--- config.mk ---
export PLATFORM = sky130hd
export DESIGN_NAME = iomem_sample_fifo
export DESIGN_NICKNAME = d
export VERILOG_FILES = /design/src/rtl/iomem_sample_fifo_pkg.sv /design/src/rtl/iomem_sample_fifo_sync.sv /design/src/rtl/iomem_sample_fifo.sv
export SDC_FILE = /design/constraint.sdc
export NUM_CORES = 1
export LEC_CHECK = 0
export CAP_MARGIN = 15
export CORE_MARGIN = 2
export CORE_UTILIZATION = 45
export CTS_CLUSTER_SIZE = 40
export DETAILED_ROUTE_END_ITERATION = 12
export PLACE_DENSITY = 0.65
export SLEW_MARGIN = 20
export SYNTH_ARGS = -nofsm -noshare
export SYNTH_HDL_FRONTEND = slang
export SYNTH_SLANG_ARGS = --single-unit
export TNS_END_PERCENT = 10
--- constraint.sdc ---
create_clock -name clk -period 4.4 [get_ports clk]
set_input_delay 0.88 -clock clk [delete_from_list [all_inputs] [get_ports clk]]
set_output_delay 0.88 -clock clk [all_outputs]
set_load 0.01 [all_outputs]
--- src/rtl/iomem_sample_fifo_pkg.sv ---
// Shared constants for the iomem sample FIFO responder.
// Register offsets, STATUS/CTRL bit positions and the decode helper.
package iomem_sample_fifo_pkg;

    localparam int LVL_W = 9;

    localparam logic [7:0] REG_DATA   = 8'h00;
    localparam logic [7:0] REG_STATUS = 8'h04;
    localparam logic [7:0] REG_CTRL   = 8'h08;

    localparam int ST_EMPTY = 16;
    localparam int ST_FULL  = 17;
    localparam int ST_OVF   = 18;
    localparam int ST_UND   = 19;

    localparam int CTRL_EN      = 0;
    localparam int CTRL_THR_LSB = 8;
    localparam int CTRL_IRQEN   = 16;

    typedef enum logic [1:0] {
        SEL_DATA,
        SEL_STATUS,
        SEL_CTRL,
        SEL_NONE
    } reg_sel_e;

    // Word index (addr[7:2]) to register select.
    function automatic reg_sel_e decode_reg(input logic [5:0] word);
        reg_sel_e v;
        v = SEL_NONE;
        if (word == REG_DATA[7:2])
            v = SEL_DATA;
        else if (word == REG_STATUS[7:2])
            v = SEL_STATUS;
        else if (word == REG_CTRL[7:2])
            v = SEL_CTRL;
        return v;
    endfunction

endpackage

--- src/rtl/iomem_sample_fifo_sync.sv ---
// Synchronous FIFO with registered read; a pop of an empty FIFO yields zero.
// A push into a full FIFO is accepted only when a pop happens in the same cycle.
module sample_fifo_sync
    import iomem_sample_fifo_pkg::*;
#(
    parameter int DEPTH = 16,
    parameter int WIDTH = 32
) (
    input  logic             i_clk,
    input  logic             i_rst_n,
    input  logic             i_flush,
    input  logic             i_push,
    input  logic             i_pop,
    input  logic [WIDTH-1:0] i_din,
    output logic [WIDTH-1:0] o_dout,
    output logic [LVL_W-1:0] o_level,
    output logic             o_full,
    output logic             o_empty,
    output logic             o_drop,
    output logic             o_underrun
);

    localparam int AW = (DEPTH > 1) ? $clog2(DEPTH) : 1;

    logic [WIDTH-1:0] r_mem [DEPTH];
    logic [AW-1:0]    r_wptr;
    logic [AW-1:0]    r_rptr;
    logic [LVL_W-1:0] r_level;
    logic [WIDTH-1:0] r_dout;

    logic w_push_ok;
    logic w_pop_ok;

    assign o_full     = (r_level == LVL_W'(DEPTH));
    assign o_empty    = (r_level == '0);
    assign w_pop_ok   = i_pop && !o_empty;
    assign w_push_ok  = i_push && (!o_full || i_pop);
    assign o_drop     = i_push && o_full && !i_pop;
    assign o_underrun = i_pop && o_empty;
    assign o_level    = r_level;
    assign o_dout     = r_dout;

    always_ff @(posedge i_clk) begin
        if (w_push_ok)
            r_mem[r_wptr] <= i_din;
    end

    always_ff @(posedge i_clk or negedge i_rst_n) begin
        if (!i_rst_n) begin
            r_wptr  <= '0;
            r_rptr  <= '0;
            r_level <= '0;
            r_dout  <= '0;
        end else begin
            if (i_pop)
                r_dout <= o_empty ? '0 : r_mem[r_rptr];
            if (i_flush) begin
                r_wptr  <= '0;
                r_rptr  <= '0;
                r_level <= '0;
            end else begin
                if (w_push_ok)
                    r_wptr <= r_wptr + AW'(1);
                if (w_pop_ok)
                    r_rptr <= r_rptr + AW'(1);
                unique case ({w_push_ok, w_pop_ok})
                    2'b10:   r_level <= r_level + LVL_W'(1);
                    2'b01:   r_level <= r_level - LVL_W'(1);
                    default: ;
                endcase
            end
        end
    end

endmodule

--- src/rtl/iomem_sample_fifo.sv ---
// iomem bus responder feeding a stereo sample FIFO popped at audio rate.
// Holds bus decode, ready pulse, CTRL/STATUS registers and low-watermark irq.
module iomem_sample_fifo
    import iomem_sample_fifo_pkg::*;
#(
    parameter logic [31:0] BASE_ADDR = 32'h0300_0000,
    parameter int          DEPTH     = 16
) (
    input  logic        clk,
    input  logic        resetn,
    input  logic        iomem_valid,
    output logic        iomem_ready,
    input  logic [3:0]  iomem_wstrb,
    input  logic [31:0] iomem_addr,
    input  logic [31:0] iomem_wdata,
    output logic [31:0] iomem_rdata,
    input  logic        sample_req,
    output logic [31:0] sample_out,
    output logic        irq
);

    logic        r_ready;
    logic [31:0] r_rdata;
    logic        r_enable;
    logic [7:0]  r_thr;
    logic        r_irq_en;
    logic        r_ovf;
    logic        r_und;
    logic        r_irq;

    logic             w_sel;
    logic             w_commit;
    logic             w_wr;
    reg_sel_e         w_reg;
    logic             w_push;
    logic             w_pop;
    logic             w_ctrl_wr;
    logic             w_flush;
    logic             w_clr_ovf;
    logic             w_clr_und;
    logic [LVL_W-1:0] w_level;
    logic             w_full;
    logic             w_empty;
    logic             w_drop;
    logic             w_udf;
    logic [31:0]      w_status;
    logic [31:0]      w_ctrl;
    logic [31:0]      w_rd_val;
    logic             w_unused;

    assign w_unused = &{1'b0, iomem_addr[1:0]};

    // Only one edge per access commits: the one that raises ready.
    assign w_sel    = iomem_valid && (iomem_addr[31:8] == BASE_ADDR[31:8]);
    assign w_commit = w_sel && !r_ready;
    assign w_wr     = |iomem_wstrb;
    assign w_reg    = decode_reg(iomem_addr[7:2]);

    assign w_push    = w_commit && w_wr && (w_reg == SEL_DATA);
    assign w_pop     = sample_req && r_enable;
    assign w_ctrl_wr = w_commit && (w_reg == SEL_CTRL);
    assign w_flush   = w_ctrl_wr && iomem_wstrb[0] && r_enable
                     && !iomem_wdata[CTRL_EN];
    assign w_clr_ovf = w_commit && (w_reg == SEL_STATUS)
                     && iomem_wstrb[2] && iomem_wdata[ST_OVF];
    assign w_clr_und = w_commit && (w_reg == SEL_STATUS)
                     && iomem_wstrb[2] && iomem_wdata[ST_UND];

    sample_fifo_sync #(
        .DEPTH (DEPTH),
        .WIDTH (32)
    ) u_fifo (
        .i_clk      (clk),
        .i_rst_n    (resetn),
        .i_flush    (w_flush),
        .i_push     (w_push),
        .i_pop      (w_pop),
        .i_din      (iomem_wdata),
        .o_dout     (sample_out),
        .o_level    (w_level),
        .o_full     (w_full),
        .o_empty    (w_empty),
        .o_drop     (w_drop),
        .o_underrun (w_udf)
    );

    always_comb begin
        w_status                = '0;
        w_status[LVL_W-1:0]     = w_level;
        w_status[ST_EMPTY]      = w_empty;
        w_status[ST_FULL]       = w_full;
        w_status[ST_OVF]        = r_ovf;
        w_status[ST_UND]        = r_und;
        w_ctrl                  = '0;
        w_ctrl[CTRL_EN]         = r_enable;
        w_ctrl[CTRL_THR_LSB +: 8] = r_thr;
        w_ctrl[CTRL_IRQEN]      = r_irq_en;
    end

    always_comb begin
        w_rd_val = '0;
        unique case (w_reg)
            SEL_STATUS: w_rd_val = w_status;
            SEL_CTRL:   w_rd_val = w_ctrl;
            default:    w_rd_val = '0;
        endcase
    end

    always_ff @(posedge clk or negedge resetn) begin
        if (!resetn) begin
            r_ready  <= 1'b0;
            r_rdata  <= '0;
            r_enable <= 1'b0;
            r_thr    <= '0;
            r_irq_en <= 1'b0;
            r_ovf    <= 1'b0;
            r_und    <= 1'b0;
            r_irq    <= 1'b0;
        end else begin
            r_ready <= w_commit;
            r_rdata <= w_commit ? w_rd_val : '0;
            if (w_ctrl_wr) begin
                if (iomem_wstrb[0])
                    r_enable <= iomem_wdata[CTRL_EN];
                if (iomem_wstrb[1])
                    r_thr <= iomem_wdata[CTRL_THR_LSB +: 8];
                if (iomem_wstrb[2])
                    r_irq_en <= iomem_wdata[CTRL_IRQEN];
            end
            // A new event wins over a same-cycle clear.
            r_ovf <= w_drop | (r_ovf & ~w_clr_ovf);
            r_und <= w_udf | (r_und & ~w_clr_und);
            r_irq <= r_irq_en && r_enable && (w_level <= {1'b0, r_thr});
        end
    end

    assign iomem_ready = r_ready;
    assign iomem_rdata = r_rdata;
    assign irq         = r_irq;

endmodule

; ---- Word level (Yosys, flattened, before mapping)
; Memory sizes are Yosys's and may differ from the RTL's.
; Cells that the tools add are included.
[word_totals]
ramBits = 512
n_memories = 1
inputBits = 72
reg_bits = 95
output_inout_bits = 66
elab_cells = 82
[memory_table]
columns = name, depth, word_bits, rd, rd_ports_with_merged_regs, wr, line
row1 = u_fifo.r_mem, 16, 32, 1, 0, 1, iomem_sample_fifo_sync.sv:25  ; logic [WIDTH-1:0] r_mem [DEPTH];
[op_classes]
n_eq_ne = 8
n_reduce_logical = 36
n_lt_le_gt_ge = 1
n_mux = 14
n_addsub = 4
bitwise_logic = 6
[op_table]
columns = operator, count
row1 = 2-to-1 mux 32 bit, 2
row2 = one-hot mux 20 bit (2 select lines), 1
row3 = "== test 24 x 18 -> 1 bit, second input constant", 1
row4 = logical AND 1 bit, 20
row5 = one-hot mux 9 bit (2 select lines), 1
row6 = 2-to-1 mux 4 bit, 4
row7 = "adder 9 x 1 -> 9 bit, second input constant", 1
row8 = "== test 9 x 5 -> 1 bit, second input constant", 1
row9 = less-or-equal comparator 9 x 8 -> 1 bit, 1
row10 = zero test 9 bit, 1
row11 = 2-to-1 mux 9 bit, 1
row12 = "subtractor 9 x 1 -> 9 bit, second input constant", 1
row13 = "adder 4 x 1 -> 4 bit, second input constant", 2
row14 = "== test 6 x 1 -> 1 bit, second input constant", 1
row15 = "== test 6 x 2 -> 1 bit, second input constant", 1
row16 = zero test 6 bit, 1
row17 = AND reduction 2 bit, 3
row18 = zero test 1 bit, 5
row19 = "== test 2 x 1 -> 1 bit, second input constant", 2
row20 = "== test 2 bit, second input constant", 2
row21 = 2-to-1 mux 2 bit, 2
row22 = nonzero test 2 bit, 2
row23 = OR reduction 4 bit, 1
row24 = 2-to-1 mux 1 bit, 3
row25 = other kinds (6), 9

; ---- Logic depth before layout (Yosys ltp)
; Gate-level depths: netlist of the first run.
[depth]
ltp_word = 11
mapped_depth = 17
mapped_depth_nobuf = 15

; ---- Hierarchy
; From an unflattened synthesis of the first run, not the netlist that was laid out.
[hier_totals]
hier_cells = 1098
hier_area_um2 = 23410.0
[by_module_without_submodules]
columns = mod, area_per_inst_um2, seq_area_each_um2, n_inst, cells_each
row1 = sample_fifo_sync, 21689.6, 16600.9, 1, 942
row2 = iomem_sample_fifo, 1720.4, 850.8, 1, 156

; ---- Worst setup path before layout of the first run
; OpenSTA, ideal clock, no wires.
[synth_path]
kind = input -> register
startpoint = input port iomem_addr[7]
endpoint = memory u_fifo.r_mem[0][0], enable pin
path_stages = 7
path_slack_ns = -1.700
required_ns = 3.899
arrival_time_ns = 5.598
cell_sequence = or4_1 -> nor2_1 -> ha_1 -> o41ai_1 -> a2111oi_4 -> inv_2 -> nor4_1
[synth_between]
elab_chain_len = 9
[synth_lines]
columns = element, line
row1 = start: declaration, iomem_sample_fifo.sv:14  ; input logic [31:0] iomem_addr,
row2 = == test 6 x 2 -> 1 bit, iomem_sample_fifo_pkg.sv:35  ; else if (word == REG_CTRL[7:2])
row3 = 2-to-1 mux 1 bit, iomem_sample_fifo_pkg.sv:35
row4 = 2-to-1 mux 2 bit, iomem_sample_fifo_pkg.sv:33  ; else if (word == REG_STATUS[7:2])
row5 = 2-to-1 mux 2 bit (*), iomem_sample_fifo_pkg.sv:31  ; if (word == REG_DATA[7:2])
row6 = zero test 2 bit (*), iomem_sample_fifo.sv:59  ; assign w_push = w_commit && w_wr && (w_reg == SEL_DATA);
row7 = logical AND 1 bit (*), iomem_sample_fifo.sv:59
row8 = logical AND 1 bit (*), iomem_sample_fifo_sync.sv:37  ; assign w_push_ok = i_push && (!o_full || i_pop);
row9 = 2-to-1 mux 1 bit (*), iomem_sample_fifo_sync.sv:44  ; if (w_push_ok)
row10 = 2-to-1 mux 1 bit (implied by the code) (*), iomem_sample_fifo_sync.sv:45  ; r_mem[r_wptr] <= i_din;
row11 = end: declaration, iomem_sample_fifo_sync.sv:25
; Mark *: on every way between the ends. The rest lies on a longest branch, timed or not.

; ---- Worst setup path in the final report of the first run
[layout_path]
startpoint = input port iomem_addr[4]
endpoint = register u_fifo.r_level[8] (netlist: u_fifo.o_level[8])
[layout_between]
elab_chain_len = 10
[layout_lines]
columns = element, line
row1 = == test 6 x 2 -> 1 bit, iomem_sample_fifo_pkg.sv:35
row2 = 2-to-1 mux 1 bit, iomem_sample_fifo_pkg.sv:35
row3 = 2-to-1 mux 2 bit, iomem_sample_fifo_pkg.sv:33
row4 = 2-to-1 mux 2 bit (*), iomem_sample_fifo_pkg.sv:31
row5 = zero test 2 bit / == test 2 bit (equally long branches), "iomem_sample_fifo.sv:59, iomem_sample_fifo.sv:61"
row6 = logical AND 1 bit (on tied branches), "iomem_sample_fifo.sv:59, iomem_sample_fifo.sv:61"
row7 = logical AND 1 bit (on tied branches), "iomem_sample_fifo_sync.sv:37, iomem_sample_fifo.sv:62"
row8 = "== test 2 x 1 -> 1 bit, or another cell as far along", iomem_sample_fifo_sync.sv:66  ; unique case ({w_push_ok, w_pop_ok})
row9 = one-hot mux 9 bit (2 select lines) / logical AND 1 bit (equally long branches), "iomem_sample_fifo_sync.sv:66, iomem_sample_fifo.sv:63"
row10 = 2-to-1 mux 9 bit / nonzero test 3 bit (equally long branches), -
row11 = end signal: assignment, iomem_sample_fifo_sync.sv:67  ; 2'b10: r_level <= r_level + LVL_W'(1);
row12 = end signal: assignment, iomem_sample_fifo_sync.sv:68  ; 2'b01: r_level <= r_level - LVL_W'(1);
row13 = end: declaration, iomem_sample_fifo_sync.sv:28  ; logic [LVL_W-1:0] r_level;
; Marked as above.
; A chain may end at the register's enable or synchronous reset.

==> run summary, run 1 <==
vias in the first global route = 11700
crit end category = register
final worst-path cycle share = 98.0%
count of cell types in the netlist = 67
H-tree Lvls = 2
Clock Pin Slew Worst Setup and Hold Paths = 0.06 ns
Max Freq = 232 MHz
crit path launch type = primary input
Synth Instances = 1094
Critical path origin = iomem_addr[4]
sequential element share of the synthesized area = 74.6%
ys flop type = edfxtp_1
synth warn = 0
core region area = 0.0513 sq mm
CTS tree = done
Clock Path Buffers = 3
critical-path maximum fanout = 3
DR DRC count = 0
vias per std cell = 5.66
worst hold-check path type = primary input to asynchronous set/reset pin
Psw = 2150 uW
drt total wl = 50600 microns
Max-Cap Viols = 0
Int Pwr = 9050 uW
Die Y = 232 microns
area grow syn2layout = 19.5%
CTS Hold Bufs = 0
Worst-Skew Late Latency = 0.61 ns
Inserted Clock Buffers = 57
post-synthesis cell area = 0.0234 sq mm
Root Buffer = clkbuf_16
Worst Hold Slack = 0.431 ns
Worst R2R Setup Slack = 0.56 ns
min cycle time layout = 4.31 ns
critical path class = primary input to register
DRT iter0 DRCs = 1216
total grt overflow = 0
Antenna Nets Post-Route = 0
DRT Pass-1 Iters = 6
Post-synth ARST share = 13.9%
Max Slew Vio Count = 0
RR Endpoint = u_fifo.o_level[8]
GPL Wtd Cong = 0.793
clock network power share = 43.9%
pin count of the biggest net entering global routing = 67
Final Hold Violating Endpoints = 0
Data required, critical path = 4.88 ns
Yosys top cell area share = 65.7%
most instantiated cells after synthesis = edfxtp_1 (512), mux4_2 (160), dfrtp_1 (83)
share of cells above drive strength 1 = 27.4%
logic gate share of total power = 1.4%
# port buffers = 123
number of synthesized flops with an enable pin = 512
CP arrival = 4.79 ns
initial antenna violation count = 1
average size of a mapped cell = 21.4 sq um
Starting Density = 45.6%
top post-synthesis cells by area = edfxtp_1 (66%), mux4_2 (15%), dfrtp_1 (8.9%), a22o_1 (1.2%), ha_1 (1.1%)
vias = 11400
Design Area, Final = 0.0279 sq mm
DPL Wire Length = 28400 microns
std cell rows = 83
R2R depth = 13
RR Startpoint = u_fifo.o_level[4]
worst-case vdd ir drop = 0.285 mV
die area = 0.0538 sq mm
Final Setup Violations = 0
I/O pin count = 138
power per cell area = 401 mW/mm^2
Leak = 0.00919 uW
top-count cell post-synth = edfxtp_1
Sw Share = 19.2%
Layout Skew = 0.0148 ns
first-pass GRT wire length = 75300 microns
CP Capture Point = u_fifo.o_level[8]
gr usage total = 19.2%
Flop pwr share = 54.7%
area leader, netlist = edfxtp_1
status = complete, no violations
Worst slew margin = 34.6%
synthesis-stage register bit count = 595
WL/cell = 25.2 microns
CTS sink cnt = 595
die width = 232 microns
nets@finish = 1375
placed cell areas = 0.0259 sq mm
Slew @ Worst Pin = 0.981 ns
## sequential cells by signal, summed over array words and instances, names as in the netlist
name and flops:
u_fifo.o_dout 32, r_enable 1, iomem_rdata 20, u_fifo.r_rptr 4, irq 1, r_und 1, r_thr 8, u_fifo.r_wptr 4
u_fifo.o_level 9, iomem_ready 1, r_irq_en 1, r_ovf 1, u_fifo.r_mem 512
## cells in the final DEF (no fill, tap or decap), drive strengths merged, types with 9 or more instances in the layout
cell type	instances
clkbuf	81
edfxtp	512
a22o	33
nor3	9
o21ai	14
ha	20
nand2	17
nor4	16
mux4	160
conb	12
buf	68
and2	14
clkinv	21
clkdlybuf4s50	122
a21oi	10
dfrtp	83
inv	25
nor2	32
## worst max-delay path, cell delays in order
cell	delay, ns
clkdlybuf4s50_1	0.40
or4_4	0.58
nor2_4	0.13
ha_1	0.16
o41ai_2	0.10
a2111oi_4	0.40
inv_2	0.11
ha_4	0.19
xor2_2	0.17
ha_2	0.19
or3_4	0.34
a21oi_4	0.17
o41ai_2	0.11
buf_4	0.14
o41ai_1	0.47
a2111o_1	0.19
nand3_1	0.07
## final cells by class
type                    count  area (sq um)
multi-input cells         414          5620
well taps                 680           851
diodes                      1          2.50
fillers                  3898         23400
clock inverters            26           289
clock buffers              81          1620
repair buffers            190          1990
inverters                  25          93.8
flip-flops and latches    595         17500
## timing repair
item / CTS / global route
buffers inserted: 0 / 3
gates resized for setup: 0 / 11
setup endpoints to repair: 0 / 1
## how the worst min path moves through the flow
stage / slack [ns] / to / startpoint
2_1_floorplan: 0.45 / iomem_rdata[18] / r_ovf
3_3_place_gp: 0.47 / iomem_rdata[18] / r_ovf
3_5_place_dp: 0.47 / iomem_rdata[19] / r_und
4_1_cts: 0.45 / u_fifo.o_dout[6] / resetn
5_1_grt: 0.49 / u_fifo.o_dout[6] / resetn
6_report: 0.43 / iomem_rdata[12] / resetn
## through the flow
step | util, % | cells | power (uW) | setup TNS, ns | worst slack, ns
after CTS | 54.3 | 2008 | 11300 | 0 | 0.0986
after global routing | 54.5 | 2011 | 11500 | -0.00381 | -0.00381
final | 54.5 | 2012 | 11200 | 0 | 0.0876
after global placement | 50.6 | 1901 | 6390 | -0.930 | -0.491
after floorplan | - | 1105 | 6260 | -155.70 | -0.839
after detailed placement | 50.6 | 1901 | 6400 | -1.09 | -0.522
## layer usage
layer	vias to the layer above	track usage (%)	part of all wire (%)
met2	344	32.1	50
met1	6091	26.5	43
met4	2	4.25	1.4
met5	-	0	0.016
met3	54	3.56	5.7
li1	4896	-	-
## cells by family after synthesis
| group | Yosys count | share of synthesized area (%) |
|---|---|---|
| flip-flops | 595 | 74.6 |
| multiplexers | 170 | 15.9 |
| AND/OR/NAND/NOR | 118 | 2.85 |
| buffers and inverters | 96 | 2.27 |
| AO/OA/AOI/OAI | 81 | 2.81 |
| adder cells (fa/ha/maj) | 20 | 1.07 |
| XOR/XNOR | 13 | 0.487 |
| other | 1 | 0.0160 |
## power groups by stage
stage | sequential, uW | clock, uW | combinational (uW)
2_1_floorplan | 6250 | 0 | 15.9
3_3_place_gp | 6250 | 0 | 147
3_5_place_dp | 6250 | 0 | 154
4_1_cts | 6130 | 5020 | 155
5_1_grt | 6120 | 5230 | 172
6_report | 6130 | 4920 | 154
(Power assumes the default switching activity.)
==> run 2, diff against run 1 <==
--- a/config.mk
+++ b/config.mk
@@ -8,6 +8,7 @@
 export CAP_MARGIN = 15
 export CORE_MARGIN = 2
 export CORE_UTILIZATION = 45
+export CTS_BUF_LIST = sky130_fd_sc_hd__clkbuf_2
 export CTS_CLUSTER_SIZE = 40
 export DETAILED_ROUTE_END_ITERATION = 12
 export PLACE_DENSITY = 0.65
==> run 2 against run 1 <==
Compared with the run above:
- utilization shrank 0.97 points
- count of clock-buffer cells in the layout rose by 144
- sequential power about the same
- worst hold slack worse by 0.13 ns
- wire length increased by 1.5%
- clock skew rose by 0.075 ns
- worst setup slack improved by 0.48 ns
- largest power group unchanged
==> run summary, run 2 (synthesis results as in run 1) <==
status = complete, no violations
share of cells above drive strength 1 = 33.8%
Crit path max-delay family = compound AO/OA/AOI/OAI gates
first-pass GRT wire length = 77300 microns
max FFs per register = 512
Final Hold Violating Endpoints = 0
most common cell after layout, fill and taps aside = edfxtp_1
drt total wl = 51400 microns
Worst Hold Slack = 0.303 ns
# port buffers = 123
GPL Wtd Cong = 0.793
clock network power share = 38.4%
final core utilization = 53.5%
Final Setup Violations = 0
CTS tree = done
Max Freq = 261 MHz
critical-path maximum fanout = 8
vias in the first global route = 12600
Flop pwr share = 60.1%
Die Y = 232 microns
worst hold-check path type = primary input to asynchronous set/reset pin
Inserted Clock Buffers = 146
Setup Buffers After CTS = 0
min cycle time layout = 3.84 ns
Psw = 2280 uW
gr usage total = 19.9%
power per cell area = 371 mW/mm^2
Root Buffer = clkbuf_2
Crit path buffers/inverters = 1
Slew @ Worst Pin = 0.976 ns
Starting Density = 45.6%
Slowest-stage cell, CP = or4_1
DPL Wire Length = 28400 microns
DRT iter0 DRCs = 1017
RSZ-0062 raised after global routing = no
die area = 0.0538 sq mm
CTS sink cnt = 595
H-tree Lvls = 4
crit end category = register
logic gate share of total power = 1.5%
DR DRC count = 0
I/O pin count = 138
crit path launch type = register
initial antenna violation count = 4
Clock Path Buffers = 3
worst-case vdd ir drop = 0.173 mV
post-cts resize count = 0
most frequent cells in the layout = edfxtp_1 (512), clkbuf_2 (225), mux4_2 (160)
die width = 232 microns
nets@finish = 1462
DRT Pass-1 Iters = 7
WL/cell = 23.6 microns
Worst slew margin = 34.9%
most used cell, CP = ha_1
crit-path cells = or4_1 -> nor3_2 -> a2111oi_4 -> inv_2 -> ha_1 -> xor2_1 -> ha_1 -> a21boi_2 -> o22ai_1 -> o41ai_2 -> mux2_4 -> a2111o_1 -> nand3_1
Worst-Skew Late Latency = 1.29 ns
Max Slew Vio Count = 0
fillcell total = 4087
core region area = 0.0513 sq mm
Data required, critical path = 5.60 ns
total grt overflow = 0
Sw Share = 22.4%
Leak = 0.00932 uW
vias per std cell = 5.48
std cell rows = 83
Int Pwr = 7890 uW
Max stage delay on crit path = 0.58 ns
final worst-path cycle share = 87.2%
Clock Pin Slew Worst Setup and Hold Paths = 0.10 ns
pin count of the biggest net entering global routing = 67
critical path class = register to register
Antenna Nets Post-Route = 0
Max-Cap Viols = 0
Largest Register = u_fifo.r_mem
area grow syn2layout = 17.3%
Layout Skew = 0.0896 ns
vias = 11900
CP arrival = 5.03 ns
==> run 2: layout make-up <==
cell class	instances	area [sq um]	area share, %
sequential	595	17500	63.6
multi-input combinational	414	5570	20.3
timing repair buffer	188	1980	7.22
clock buffer	225	1130	4.10
tap	680	851	3.10
clock inverter	46	350	1.28
inverter	25	93.8	0.342
antenna	2	5.00	0.0182
==> run 2: through the flow <==
stage	setup WS, ns	setup TNS, ns	instance area (sq um)	power, uW	std cells
after floorplan	-0.839	-155.70	23500	6260	1105
after global placement	-0.491	-0.930	25900	6390	1901
after detailed placement	-0.522	-1.09	25900	6400	1901
after CTS	0.529	0	27400	10300	2173
after global routing	0.300	0	27400	10600	2175
final	0.564	0	27400	10200	2175
==> run 2: worst reg2reg max path, stage by stage (launching register included) <==
cell and delay (ns):
dfrtp_1 0.49, or4_1 0.58, nor3_2 0.38, a2111oi_4 0.16
inv_2 0.10, ha_1 0.19, xor2_1 0.16, ha_1 0.20
a21boi_2 0.16, o22ai_1 0.12, o41ai_2 0.40, mux2_4 0.34
a2111o_1 0.41, nand3_1 0.08
==> run 2: power by group through the flow <==
stage	registers, uW	clock network (uW)	logic [uW]
finish	6120	3910	153
detailed placement	6250	0	154
floorplan	6250	0	15.9
CTS	6120	4030	155
global placement	6250	0	147
global route	6120	4320	170
==> run 2: routing by layer <==
layer	GRT usage, %	wire, microns	up-vias
met1	26.1	21700	6292
met4	6.17	712	4
met3	5.49	3200	67
met5	0	22	-
li1	-	-	5169
met2	32.6	25700	394
==> run 2: final timing paths <==
check / slack (ns) / endpoint / depth (start not counted) / from
min in group clk: 0.33 / r_enable / 3 / iomem_wstrb[0]
worst max-delay path: 0.56 / u_fifo.o_level[8] / 13 / u_fifo.o_level[5]
max in group asynchronous: 3.19 / u_fifo.r_rptr[0] / 3 / resetn
worst min-delay path: 0.30 / u_fifo.o_dout[6] / 2 / resetn
worst min register to register: 0.49 / iomem_rdata[18] / 1 / r_ovf
worst max register to register: 0.56 / u_fifo.o_level[8] / 13 / u_fifo.o_level[5]
==> run 2: what timing repair did <==
action / CTS / global route
setup endpoints to repair: 0 / 0
hold endpoints to repair: 65 / 0
hold buffers: 1 / 0
